`src/rtl/ripple_count_sampler.sv`:
```
// ripple_count_sampler: clk-domain sampler for a ripple counter; cnt_in (async) -> filtered cnt_out/valid with upd/match/wrap pulses and saturating wrap_cnt
module ripple_count_sampler #(
  parameter int WIDTH     = 4,
  parameter int MODE_DOWN = 1,
  parameter int STABLE    = 2,
  parameter int WRAP_W    = 8
) (
  input  logic              clk,
  input  logic              rst_n,
  input  logic [WIDTH-1:0]  cnt_in,
  input  logic              en,
  input  logic              clr,
  input  logic [WIDTH-1:0]  match_val,
  output logic [WIDTH-1:0]  cnt_out,
  output logic              valid,
  output logic              upd,
  output logic              match,
  output logic              wrap,
  output logic [WRAP_W-1:0] wrap_cnt
);
  localparam logic [2:0] STB    = 3'(STABLE);
  localparam logic [2:0] STB_M1 = 3'(STABLE - 1);
  logic [WIDTH-1:0] s1, s2, s3;
  logic [2:0]       run_len;
  logic             same, acc, wrap_now;
  assign same     = s2 == s3;
  assign acc      = en && !clr && same && run_len >= STB_M1 && (!valid || s2 != cnt_out);
  assign wrap_now = valid && ((MODE_DOWN != 0) ? (s2 > cnt_out) : (s2 < cnt_out));
  always_ff @(posedge clk or negedge rst_n)
    if (!rst_n) begin
      s1       <= '0;
      s2       <= '0;
      s3       <= '0;
      run_len  <= '0;
      cnt_out  <= '0;
      valid    <= 1'b0;
      upd      <= 1'b0;
      match    <= 1'b0;
      wrap     <= 1'b0;
      wrap_cnt <= '0;
    end else begin
      s1      <= cnt_in;
      s2      <= s1;
      s3      <= s2;
      run_len <= !same ? 3'd0 : (run_len < STB) ? run_len + 3'd1 : STB;
      upd     <= acc;
      match   <= acc && s2 == match_val;
      wrap    <= acc && wrap_now;
      if (clr) begin
        valid    <= 1'b0;
        wrap_cnt <= '0;
      end else if (acc) begin
        cnt_out <= s2;
        valid   <= 1'b1;
        if (wrap_now && wrap_cnt != '1) wrap_cnt <= wrap_cnt + WRAP_W'(1);
      end
    end
endmodule

```
`config.mk`:
```
export PLATFORM = sky130hd
export DESIGN_NAME = ripple_count_sampler
export DESIGN_NICKNAME = d
export VERILOG_FILES = /design/src/rtl/ripple_count_sampler.sv
export SDC_FILE = /design/constraint.sdc
export NUM_CORES = 1
export LEC_CHECK = 0
export BUFFER_PORTS_ARGS = -buffer_cell sky130_fd_sc_hd__clkbuf_2
export CORE_MARGIN = 2
export CORE_UTILIZATION = 34
export CTS_BUF_LIST = sky130_fd_sc_hd__clkbuf_8
export DETAILED_ROUTE_END_ITERATION = 10
export SLEW_MARGIN = 30
export SYNTH_ARGS = -nofsm -noshare
export SYNTH_HDL_FRONTEND = slang
export SYNTH_SLANG_ARGS = --single-unit
```
`constraint.sdc`:
```
create_clock -name clk -period 6.9 [get_ports clk]
set_input_delay 0.69 -clock clk [delete_from_list [all_inputs] [get_ports clk]]
set_output_delay 0.69 -clock clk [all_outputs]
set_load 0.05 [all_outputs]
```
==> After elaboration in Yosys (flattened, before gate mapping) <==
Cells that the tools add are included.
{ "op_classes": {"multipliers": 0, "n_div": 0, "n_mux": 7, "n_shift": 0, "add_sub_neg": 2, "n_bitwise": 1, "order_cmp": 3, "n_eq_ne": 4, "n_reduce_logical": 15} }
{ "op_table": {"columns": ["cell", "count"], "rows": [
  ["$mux 8", 3],
  ["$add 8x1->8 const B", 1],
  ["$eq 4x4->1", 2],
  ["$logic_and 1x1->1", 8],
  ["$ne 8x8->1 const B", 1],
  ["$mux 3", 2],
  ["$gt 4x4->1", 1],
  ["$ne 4x4->1", 1],
  ["$reduce_and 2->1", 2],
  ["$reduce_bool 2->1", 2],
  ["$add 3x1->3 const B", 1],
  ["$ge 3x1->1 const B", 1],
  ["$lt 3x2->1 const B", 1],
  ["$logic_not 1->1", 2],
  ["$mux 1", 2],
  ["$logic_or 1x1->1", 1],
  ["$not 1->1", 1]
]} }
{ "totals": {"inputBits": 12, "memories": 0, "latchBits": 0, "register_bits": 31, "ramBits": 0, "romBits": 0, "output_inout_bits": 16} }

==> Longest topological paths before layout <==
{ "logic_depth": {"ltp_word": 7, "depth_mapped": 7} }

==> Least setup slack after synthesis <==
Ideal clock, no wire load.
{ "synth_timing": {"kind": "register -> register", "start": "reg cnt_out[3]", "end": "reg wrap_cnt[4]", "path_slack_ps": 4238, "path_buffers": 0, "synth_period_minus_slack_ps": 2662, "path_stages_with_launch": 8, "t_arrival_ps": 2536, "path_cell_list": "dfrtp_1 inv_1 ha_1 and4_4 a2111oi_4 nand4_4 o21ba_2 a221o_1"} }
{ "synth_between": {"elab_chain_cells": 5, "word_cells_on_any_way": 9, "classes_between": "1 x order compare; 1 x eq/ne; 7 x reduce/logical"} }
{ "synth_lines": {"columns": ["item", "line_no", "source"], "rows": [
  ["start, declared", "14", "output logic [WIDTH-1:0] cnt_out,"],
  ["start signal, assigned", "35", "cnt_out <= '0;"],
  ["start signal, assigned", "53", "cnt_out <= s2;"],
  ["$gt 4x4->1 / $ne 4x4->1 (equally long branches)", "28, 27", null],
  ["$logic_and 1x1->1 / $logic_or 1x1->1 (equally long branches)", "28, 27", null],
  ["$logic_and 1x1->1, on equally long branches", "55, 27", null],
  ["$reduce_bool 2->1 (no source line)", null, null],
  ["$reduce_and 2->1 (no source line) (*)", null, null],
  ["end signal, assigned", "55", "if (wrap_now && wrap_cnt != '1) wrap_cnt <= wrap_cnt + WRAP_W'(1);"],
  ["end, declared", "19", "output logic [WRAP_W-1:0] wrap_cnt"]
]} }
Mark *: on every way between the ends. The rest lies on a longest branch, timed or not.
A chain may end at the register's enable or synchronous reset.

==> Worst setup path in the final report <==
{ "layout_timing": {"start": "reg s2[3]", "end": "reg wrap_cnt[1]"} }
{ "layout_between": {"elab_chain_cells": 6, "word_cells_on_any_way": 12, "classes_between": "1 x order compare; 2 x eq/ne; 9 x reduce/logical"} }
{ "layout_lines": {"columns": ["item", "line_no", "source"], "rows": [
  ["start, declared", "23", "logic [WIDTH-1:0] s1, s2, s3;"],
  ["start signal, assigned", "32", "s2 <= '0;"],
  ["start signal, assigned", "43", "s2 <= s1;"],
  ["parallel branches: the longest is 5 deep, another holds $gt 4x4->1", null, null],
  ["$reduce_and 2->1 (no source line) (*)", null, null]
]} }
Mark *: on every way between the ends.

==> impl_metrics.env <==
export IMPL_outcome="completed"
export IMPL_grt_first_pass_wirelength_mm=4.27
export IMPL_antenna_found_initial=0
export IMPL_crit_type="flop to flop"
export IMPL_initial_core_util=0.348
export IMPL_h_tree_depth=2
export IMPL_critical_path_startpoint="s2[3]"
export IMPL_final_period_minus_worst_setup_slack_ns=2.54
export IMPL_vias=982
export IMPL_power_internal_w=0.000321
export IMPL_cts_root_buf="sky130_fd_sc_hd__clkbuf_8"
export IMPL_worst_path_maximum_fanout=9
export IMPL_final_layout_size_suffix_gt1_frac=0.293
export IMPL_cts_hold_repair_buffers=0
export IMPL_rows=23
export IMPL_gpl_final_weighted_congestion=0.859
export IMPL_grt_max_degree=32
export IMPL_cts_buffer_depth=2
export IMPL_avgViaCountPerCell=4.91
export IMPL_synthDistinctLibCells=31
export IMPL_source_of_the_worst_hold_timing_path="s1[3]"
export IMPL_power_static_leakage_nw=0.844
export IMPL_nNetsFinal=168
export IMPL_rsz0062_at_grt="false"
export IMPL_insertion_delay_of_the_later_clocked_pin_in_the_worst_skew_pair_ns=0.27
export IMPL_synthesis_instances=115
export IMPL_crit_path_end_kind="flop"
export IMPL_grt_pass1_vias=916
export IMPL_num_antenna_cells=0
export IMPL_share_seq_of_total_power=0.460
export IMPL_clock_fmax_mhz=394
export IMPL_seq_area_frac_synth=0.561
export IMPL_place_hpwl_mm=1.89
export IMPL_die_h_um=67.8
export IMPL_finalInstanceArea_um2=1700
export IMPL_critPathArrivalTime_ns=2.70
export IMPL_timing_setup_tns_ns=0
export IMPL_dpl_instance_area_um2=1580
export IMPL_yosys_synthesis_warning_count=0
export IMPL_drt_first_pass_iters=4
export IMPL_floorplan_io_pins=28
export IMPL_critical_path_required_ns=7.06
export IMPL_postSynthNetCount=134
export IMPL_p_sw_w=0.000101
export IMPL_route_antenna_remaining_nets=0
export IMPL_post_drt_wl_per_cell_um=12.7
export IMPL_syn_cell_area_um2=1380
export IMPL_areaGrowthSynthToFinish_pct=22.8
export IMPL_worst_margin_pin_slew_ns=0.752
export IMPL_postRouteWirelength_mm=2.54
export IMPL_die_width_um=67.8
export IMPL_slew_violations=0
export IMPL_cts_made_buffers=5
export IMPL_fp_coreArea_um2=3970
export IMPL_hold_path_class="flop to flop"
export IMPL_drcViolationCount=0
export IMPL_ir_worst_vdd_mv=0.173
export IMPL_final_hold_violation_count=0
export IMPL_setup_worst_path_start_class="flop"
export IMPL_clock_skew_ns=0.00282
export IMPL_clock_pin_slew_reported_for_the_worst_setup_and_hold_paths_after_clock_tree_synthesis_ns=0.06
export IMPL_power_switching_fraction=0.240
export IMPL_layout_filler_cells=393
export IMPL_post_cts_resized=0
export IMPL_worst_slew_margin_rel=0.499
export IMPL_design_die_area_um2=4600
export IMPL_worst_reg2reg_path_startpoint="s2[3]"
export IMPL_globalRouteTotalUtil=0.129
export IMPL_cts_post_setup_buffers_inserted=0
export IMPL_maxCapViolations=0
export IMPL_synth_seq_cells=31
export IMPL_grt_remaining_overflow=0
export IMPL_tritoncts_clock_tree="yes"
export IMPL_mostFrequentLayoutCells="sky130_fd_sc_hd__dfrtp_1, sky130_fd_sc_hd__clkbuf_2, sky130_fd_sc_hd__inv_1, sky130_fd_sc_hd__nand3_1, sky130_fd_sc_hd__ha_1"
export IMPL_place_port_buffers=27
export IMPL_dr_first_iter_drc_count=46
export IMPL_cts_sinks=31
export IMPL_timing_final_setup_violations=0
export IMPL_pwr_per_cell_area_nw_per_um2=248
export IMPL_fin_crit_sh=0.367
export IMPL_clkPwrFrac=0.428
export IMPL_share_comb_of_total_power=0.112
export IMPL_synthesis_area_per_instance_um2=12.0
export IMPL_final_common_cell="sky130_fd_sc_hd__dfrtp_1"
synth_stat cells (all sizes together):
cell | instances | area, um2
dfrtp | 31 | 776
inv | 11 | 41.3
ha | 7 | 87.6
nand3 | 7 | 35.0
nor2 | 7 | 28.8
nand2 | 6 | 22.5
o21ai | 5 | 25.0
xor2 | 5 | 43.8
a221o | 4 | 40.0
xnor2 | 4 | 35.0
and2 | 3 | 18.8
nor3 | 3 | 15.0
a21oi | 2 | 10.0
and3 | 2 | 12.5
mux2 | 2 | 22.5
nand4 | 2 | 27.5
nor2b | 2 | 12.5
nor4 | 2 | 27.5
a2111oi | 1 | 27.5
a21boi | 1 | 7.51
a22o | 1 | 8.76
and4 | 1 | 11.3
nor3b | 1 | 7.51
o21ba | 1 | 10.0
o221ai | 1 | 8.76
o31ai | 1 | 7.51
or2 | 1 | 6.26
or4 | 1 | 7.51
through the flow:
stage               total power [W]  utilization  worst slack [ns]  hold slack [ns]  cells
global route               0.000442        0.428              4.18            0.351    200
floorplan                  0.000230            -              4.24            0.331    115
global placement           0.000244        0.398              4.44            0.335    192
CTS                        0.000429        0.428              4.35            0.351    200
finish                     0.000422        0.428              4.36            0.347    200
detailed placement         0.000245        0.398              4.37            0.336    192
area by class of cell:
class	instances	area (um2)	share of cell area
Clock inverter	2	35.0	0.0206
Tap cell	50	62.6	0.0368
Clock buffer	6	82.6	0.0486
Inverter	11	41.3	0.0243
Sequential cell	31	776	0.457
Timing Repair Buffer	27	135	0.0795
Multi-Input combinational cell	73	567	0.334
power by group through the flow:
stage | Combinational [W] | Sequential, W | Clock, W
after CTS | 0.0000479 | 0.000194 | 0.000186
after floorplan | 0.0000211 | 0.000208 | 0
after global placement | 0.0000466 | 0.000197 | 0
after detailed placement | 0.0000478 | 0.000198 | 0
after global routing | 0.0000520 | 0.000195 | 0.000195
final | 0.0000473 | 0.000194 | 0.000181
worst paths after layout:
path / endpoint / slack (ns) / cells after the start
setup / recovery: wrap_cnt[1] / 4.36 / 6
hold / removal: s2[3] / 0.35 / 0
setup reg to reg: wrap_cnt[1] / 4.36 / 6
hold reg to reg: s2[3] / 0.35 / 0
max in group asynchronous: wrap_cnt[5] / 5.95 / 1
min in group asynchronous: upd / 0.47 / 1
kinds of logic (layout without fill, tap and decap cells):
kind of cell | Yosys count | after routing | synth area share
AOI/OAI and AO/OA | 17 | 17 | 0.105
and+or+nand+nor | 38 | 38 | 0.168
adders and majority gates | 7 | 7 | 0.0633
xor gates and xnor gates | 9 | 9 | 0.0570
buffers and inverters | 11 | 46 | 0.0298
DFF | 31 | 31 | 0.561
muxes | 2 | 2 | 0.0163
sequential cells by signal, summed over array words and instances, names as in the netlist:
name and cells:
cnt_out 4, match 1, run_len 3, s1 4
s2 4, s3 4, upd 1, valid 1
wrap 1, wrap_cnt 8
routing by layer:
layer | track usage | up-vias | wire, um
met1 | 0.168 | 472 | 1150
met3 | 0.0567 | 7 | 177
met4 | 0.0450 | 0 | 42
met2 | 0.191 | 33 | 1160
met5 | 0 | - | 0
li1 | - | 470 | -
worst max-delay path: stages, from the launching register on:
cell and delay [ns]:
sky130_fd_sc_hd__dfrtp_1 0.44, sky130_fd_sc_hd__ha_1 0.33, sky130_fd_sc_hd__and4_4 0.22, sky130_fd_sc_hd__a2111oi_4 0.49
sky130_fd_sc_hd__nand4_4 0.23, sky130_fd_sc_hd__nor2_2 0.33, sky130_fd_sc_hd__mux2_2 0.37
Power figures use the tool's default switching activity.
